<file path="config.mk">
export PLATFORM = sky130hd
export DESIGN_NAME = multicycle_sequencer
export DESIGN_NICKNAME = d
export VERILOG_FILES = /design/src/rtl/riscv_seq_pkg.sv /design/src/rtl/mem_watchdog.sv /design/src/rtl/multicycle_sequencer.sv
export SDC_FILE = /design/constraint.sdc
export NUM_CORES = 1
export LEC_CHECK = 0
export CAP_MARGIN = 20
export CORE_ASPECT_RATIO = 1.75
export CORE_MARGIN = 2
export CORE_UTILIZATION = 53
export DETAILED_ROUTE_END_ITERATION = 7
export PLACE_DENSITY = 0.84
export SYNTH_ARGS = -nofsm -noshare
export SYNTH_HDL_FRONTEND = slang
export SYNTH_SLANG_ARGS = --single-unit
</file>
<file path="constraint.sdc">
create_clock -name clk -period 2.88 [get_ports clk]
set_clock_uncertainty 0.2 [all_clocks]
set_input_delay 0.432 -clock clk [delete_from_list [all_inputs] [get_ports clk]]
set_output_delay 0.432 -clock clk [all_outputs]
set_load 0.005 [all_outputs]
</file>
<file path="src/rtl/riscv_seq_pkg.sv">
// ============================================================================
// Module      : riscv_seq_pkg
// Description : Shared state encoding, trap causes and strobe bundle for the
//               multicycle sequencer.
// Revision    : 1.0 - initial release
// ============================================================================
`default_nettype none

package riscv_seq_pkg;

  localparam logic [2:0] ST_IDLE    = 3'd0;
  localparam logic [2:0] ST_FETCH   = 3'd1;
  localparam logic [2:0] ST_DECODE  = 3'd2;
  localparam logic [2:0] ST_EXECUTE = 3'd3;
  localparam logic [2:0] ST_MEM     = 3'd4;
  localparam logic [2:0] ST_WB      = 3'd5;
  localparam logic [2:0] ST_TRAP    = 3'd6;

  localparam logic [1:0] CAUSE_NONE     = 2'd0;
  localparam logic [1:0] CAUSE_ILLEGAL  = 2'd1;
  localparam logic [1:0] CAUSE_TIMEOUT  = 2'd2;
  localparam logic [1:0] CAUSE_CONFLICT = 2'd3;

  typedef struct packed {
    logic mem_req;
    logic mem_we;
    logic mem_addr_sel;
    logic ir_load;
    logic reg_write;
    logic pc_write;
  } strobe_t;

endpackage

`default_nettype wire

</file>
<file path="src/rtl/mem_watchdog.sv">
// ============================================================================
// Module      : mem_watchdog
// Description : Counts cycles a memory request waits; flags expiry on the
//               wait cycle that reaches TIMEOUT_CYCLES.
// Revision    : 1.0 - initial release
// ============================================================================
`default_nettype none

module mem_watchdog #(
  parameter int TIMEOUT_CYCLES = 15
) (
  input  logic clk,
  input  logic rst,
  input  logic clear,
  input  logic count_en,
  output logic expired
);

  localparam int CW = $clog2(TIMEOUT_CYCLES + 1);

  logic [CW-1:0] count;

  // Expiry is combinational so a ready arriving that same cycle can still win.
  assign expired = count_en && (count == CW'(TIMEOUT_CYCLES - 1));

  always_ff @(posedge clk or posedge rst) begin
    if (rst) begin
      count <= '0;
    end else if (clear) begin
      count <= '0;
    end else if (count_en && !expired) begin
      count <= count + CW'(1);
    end
  end

endmodule

`default_nettype wire

</file>
<file path="src/rtl/multicycle_sequencer.sv">
// ============================================================================
// Module      : multicycle_sequencer
// Description : Multicycle instruction sequencer with shared memory port,
//               bus watchdog, sticky trap and retired-instruction counter.
// Revision    : 1.0 - initial release
// ============================================================================
`default_nettype none

module multicycle_sequencer
  import riscv_seq_pkg::*;
#(
  parameter int TIMEOUT_CYCLES = 15,
  parameter int CNT_W          = 32
) (
  input  logic             clk,
  input  logic             rst,
  input  logic             run,
  input  logic             dec_reg_write_enable,
  input  logic             dec_dmem_read_enable,
  input  logic             dec_dmem_write_enable,
  input  logic             dec_illegal,
  input  logic             mem_ready,
  output logic             mem_req,
  output logic             mem_we,
  output logic             mem_addr_sel,
  output logic             ir_load,
  output logic             reg_write,
  output logic             pc_write,
  output logic             trap,
  output logic [1:0]       trap_cause,
  output logic [CNT_W-1:0] retired,
  output logic [2:0]       state
);

  logic [2:0] next_state;
  logic [1:0] next_cause;
  strobe_t    strobes;
  logic       wd_clear;
  logic       wd_count_en;
  logic       wd_expired;

  always_comb begin
    next_state = state;
    next_cause = CAUSE_NONE;
    strobes    = '0;
    case (state)
      ST_IDLE: begin
        if (run) next_state = ST_FETCH;
      end
      ST_FETCH: begin
        strobes.mem_req = 1'b1;
        strobes.ir_load = mem_ready;
        if (mem_ready) begin
          next_state = ST_DECODE;
        end else if (wd_expired) begin
          next_state = ST_TRAP;
          next_cause = CAUSE_TIMEOUT;
        end
      end
      ST_DECODE: begin
        if (dec_illegal) begin
          next_state = ST_TRAP;
          next_cause = CAUSE_ILLEGAL;
        end else if (dec_dmem_read_enable && dec_dmem_write_enable) begin
          next_state = ST_TRAP;
          next_cause = CAUSE_CONFLICT;
        end else begin
          next_state = ST_EXECUTE;
        end
      end
      ST_EXECUTE: begin
        if (dec_dmem_read_enable || dec_dmem_write_enable) begin
          next_state = ST_MEM;
        end else if (dec_reg_write_enable) begin
          next_state = ST_WB;
        end else begin
          strobes.pc_write = 1'b1;
          next_state       = run ? ST_FETCH : ST_IDLE;
        end
      end
      ST_MEM: begin
        strobes.mem_req      = 1'b1;
        strobes.mem_addr_sel = 1'b1;
        strobes.mem_we       = dec_dmem_write_enable;
        if (mem_ready) begin
          if (dec_dmem_read_enable) begin
            next_state = ST_WB;
          end else begin
            strobes.pc_write = 1'b1;
            next_state       = run ? ST_FETCH : ST_IDLE;
          end
        end else if (wd_expired) begin
          next_state = ST_TRAP;
          next_cause = CAUSE_TIMEOUT;
        end
      end
      ST_WB: begin
        strobes.reg_write = 1'b1;
        strobes.pc_write  = 1'b1;
        next_state        = run ? ST_FETCH : ST_IDLE;
      end
      ST_TRAP: begin
        next_state = ST_TRAP;
      end
      default: begin
        next_state = ST_IDLE;
      end
    endcase
  end

  // Any state change restarts the wait count, covering entry to FETCH and MEM.
  assign wd_clear    = (next_state != state);
  assign wd_count_en = strobes.mem_req && !mem_ready;

  mem_watchdog #(
    .TIMEOUT_CYCLES(TIMEOUT_CYCLES)
  ) u_watchdog (
    .clk     (clk),
    .rst     (rst),
    .clear   (wd_clear),
    .count_en(wd_count_en),
    .expired (wd_expired)
  );

  always_ff @(posedge clk or posedge rst) begin
    if (rst) begin
      state      <= ST_IDLE;
      trap_cause <= CAUSE_NONE;
      retired    <= '0;
    end else begin
      state <= next_state;
      if (state != ST_TRAP && next_state == ST_TRAP) trap_cause <= next_cause;
      if (strobes.pc_write) retired <= retired + CNT_W'(1);
    end
  end

  assign mem_req      = strobes.mem_req;
  assign mem_we       = strobes.mem_we;
  assign mem_addr_sel = strobes.mem_addr_sel;
  assign ir_load      = strobes.ir_load;
  assign reg_write    = strobes.reg_write;
  assign pc_write     = strobes.pc_write;
  assign trap         = (state == ST_TRAP);

endmodule

`default_nettype wire

</file>
==> summary.md <==
| Metric | Value |
|---|---|
| Run status | `finished, final reports clean` |
| Number of synthesized register bits | `41` |
| Worst Setup Slack, final | `0.214 ns` |
| Met3 GRT Util | `4.68%` |
| Peak fanout along the critical path | `6` |
| CTS Hold Bufs | `0` |
| Largest area contributor in the netlist | `dfrtp_1` |
| Achievable clock frequency | `between 300 and 400 MHz` |
| Detailed router's first-iteration violation count | `33` |
| GR Overflow Total | `0` |
| Number of synthesized flops with an enable pin | `0` |
| Critical path data arrival time | `2.03 ns` |
| Cell type of the slowest stage on the worst timing path | `clkdlybuf4s50_1` |
| Sort of element at the start of the critical path | `primary input` |
| Levels on crit path | `5` |
| Synth Flop Type | `dfrtp_1` |
| Required time of the worst setup path | `2.25 ns` |
| Worst slack on hold paths | `around 0.28 ns` |
| Setup repair after global routing missed its margin | `no` |
| Horiz. Die Dim | `between 50 and 60 um` |
| End of the worst register-to-register path | `u_watchdog.count[1]` |
| Die Height | `88.9 um` |
| Drt drc | `0` |
| Largest net degree at the start of global routing | `42` |
| Part of the Yosys area used for sequential elements | `47.0%` |
| Busiest metal layer after global routing | `met2` |
| Leakage power | `1.24 nW` |
| Number of vias per cell | `5.68` |
| Number of instances in the synthesized netlist | `210` |
| Power density normalized to cell area | `591 nW/um2` |
| Summed instance area of the synthesized netlist | `2180 um2` |
| Max-capacitance violation count | `0` |
| Hold violation count in the final report | `0` |
| Remaining number of nets flagged by the antenna check after routing | `0` |
| Largest stage delay on the critical path | `approximately 0.60 ns` |
| Cell variety after synth | `53` |
| Detailed-route via count | `~1,800` |
| Mean Syn Cell Area | `just over 10 um2` |
| Rows | `30` |
| Clk sink count | `41` |
| Initial antenna violation count | `0` |
| DP Area | `approximately 2800 um2` |
| Final worst path period need | `2.67 ns` |
| Floorplan die area | `4670 um2` |
| Number of max-slew violations in the final report | `0` |
| Number of resized instances in the post-cts repair step | `0` |
| Final setup TNS | `0 ns` |
| Share of Yosys cell area claimed by the top area cell type | `47.0%` |
| Number of optimization iterations in the first detailed-route pass | `4` |
| Commonest cells after routing, fill and taps aside | `51 x clkdlybuf4s50_1, 41 x dfrtp_1, 22 x xnor2_1` |
| Most area-consuming cells after synthesis | `dfrtp_1 47%, xnor2_1 8.8%, xor2_1 4.8%` |
| Global routing met1 resource utilization | `25.3%` |
| Net count of the mapped netlist | `221` |
| Vias in the first global route | `1,813` |
| Worst path top cell family by delay | `buffers and inverters` |
| Nets@finish | `279` |
| CTS Buffer Depth | `2` |
| Share of cells above drive strength 1 | `a little over a tenth` |
| Global-route total usage across every layer | `24.3%` |
| CTS H-Tree Depth | `2` |
| Initial core utilization | `between 50% and 60%` |
| Remaining max-slew budget at the tightest pin | `66.1%` |
| Clock-pin slew on the worst setup and hold paths | `~0.070 ns` |
| Slew at the pin with the worst max-slew slack | `0.508 ns` |
| Drt total wl | `between 4 and 5 mm` |
| Wire length of the first global-routing pass | `8.34 mm` |
| Gp weighted congestion | `0.747` |
| Total non-filler cell area in the finished layout | `2860 um2` |
| Met2 Track Usage GR | `45.3%` |
| Ports placed on the boundary | `52` |
| Kind of critical path | `primary input to primary output` |
| Layout-stage area growth over the synthesis result | `30.8%` |
| FF-to-FF setup slack | `around 0.90 ns` |
| Critical path capture point type | `primary output` |
| Most common library cell in the layout ignoring fill and taps | `clkdlybuf4s50_1` |
| Post-detailed-route wirelength per cell | `about 16 um` |
| Root buffer selected by CTS | `clkbuf_8` |
| Reg-to-reg critical path startpoint | `state[1]` |
| R2R depth | `6` |
| Number of antenna diodes | `0` |
| Cell chain of the critical path | `clkdlybuf4s50_1 -> nor2b_1 -> o21ai_2 -> nand2_1 -> clkdlybuf4s50_1` |
| Post-route clock period utilization | `92.6%` |
| Clock tree from TritonCTS | `built` |
| Insertion delay of the later-clocked pin in the worst-skew pair | `0.29 ns` |
| Final setup violation count | `0` |
| Async set-or-reset flop fraction in the synthesized netlist | `100%` |
| Post-CTS Setup Inserts | `0` |
| Worst Setup EP | `pc_write` |
| Estimated wirelength of the detail-placed design | `about 3.7 mm` |
| Ys Warns | `0` |
| Sum of internal, switching and leakage power | `about 1.7 mW` |
| WP buf/inv | `2` |
| CTS buffer count | `5` |
| Core Footprint | `3900 um2` |
| Worst IR Drop VDD | `0.000430 V` |
| Critical path startpoint | `mem_ready` |
| Worst hold path class | `register to register` |
| # port buffers | `51` |
| Pre-CTS WS | `0.235 ns` |
| Cell repeated most along the worst path | `clkdlybuf4s50_1` |
flip-flops by register name, indices dropped and copies added, names as in the netlist:
name,flops
retired,32
state,3
trap_cause,2
u_watchdog.count,4
stage by stage:
stage          instances  util (%)
2_1_floorplan        210         -
3_3_place_gp         309      71.0
3_5_place_dp         309      71.0
4_1_cts              316      73.2
5_1_grt              316      73.2
6_report             316      73.2
where the power goes:
part / internal, mW / switching, mW / leakage, nW / total [mW]
combinational: 0.321 / 0.296 / 0.641 / 0.617
sequential: 0.638 / 0.0625 / 0.559 / 0.700
clock: 0.190 / 0.181 / 0.0443 / 0.371
total: 1.15 / 0.540 / 1.24 / 1.69
kinds of logic after synthesis:
| kind of cell | after synthesis | synth area share [%] |
|---|---|---|
| fa+ha+maj | 3 | 1.72 |
| compound gates | 27 | 8.88 |
| xor+xnor | 34 | 13.6 |
| buf+inv | 12 | 2.69 |
| flops | 41 | 47.0 |
| mux | 2 | 0.974 |
| simple gates | 91 | 25.1 |
routing by layer:
metal | wire length, um | up-vias
met5 | 0 | -
met4 | 105 | 0
met3 | 216 | 8
met2 | 2780 | 47
met1 | 1890 | 878
li1 | - | 861
cells in the mapped netlist, types with 2 or more instances:
cell / number
xor2_1: 12
and2_1: 2
o21a_1: 2
o21ai_0: 2
dfrtp_1: 41
nand3_1: 15
and3_1: 8
a21o_1: 3
a21oi_1: 6
buf_2: 5
nor3_1: 4
a21oi_2: 2
nor2b_1: 3
nand4_1: 11
nor4_2: 3
nand2b_1: 3
xnor2_1: 22
nor2_1: 10
nand2_1: 14
inv_1: 4
and4_1: 4
ha_1: 3
worst min path at each step:
stage	from	end	slack [ns]	cells after the start
5_1_grt	retired[31]	retired[31]	0.31	1
6_report	retired[31]	retired[31]	0.28	1
3_5_place_dp	retired[31]	retired[31]	0.27	1
3_3_place_gp	retired[31]	retired[31]	0.27	1
2_1_floorplan	retired[31]	retired[31]	0.27	1
4_1_cts	retired[31]	retired[31]	0.28	1
cell type report:
cell class | count | area [um2]
clock buffers | 7 | 86.3
fillers | 293 | 1050
inverters | 4 | 15.0
multi-input cells | 157 | 1100
flip-flops and latches | 41 | 1030
well taps | 48 | 60.1
repair buffers | 59 | 571
worst reg2reg max path: stages, from the launching register on:
cell and delay [ns]:
dfrtp_1 0.43, buf_4 0.23, nor3b_1 0.30, a32oi_1 0.12
a221o_1 0.31, o211ai_1 0.18, nor2_1 0.09
No activity file was read; power rests on OpenSTA's default activity.
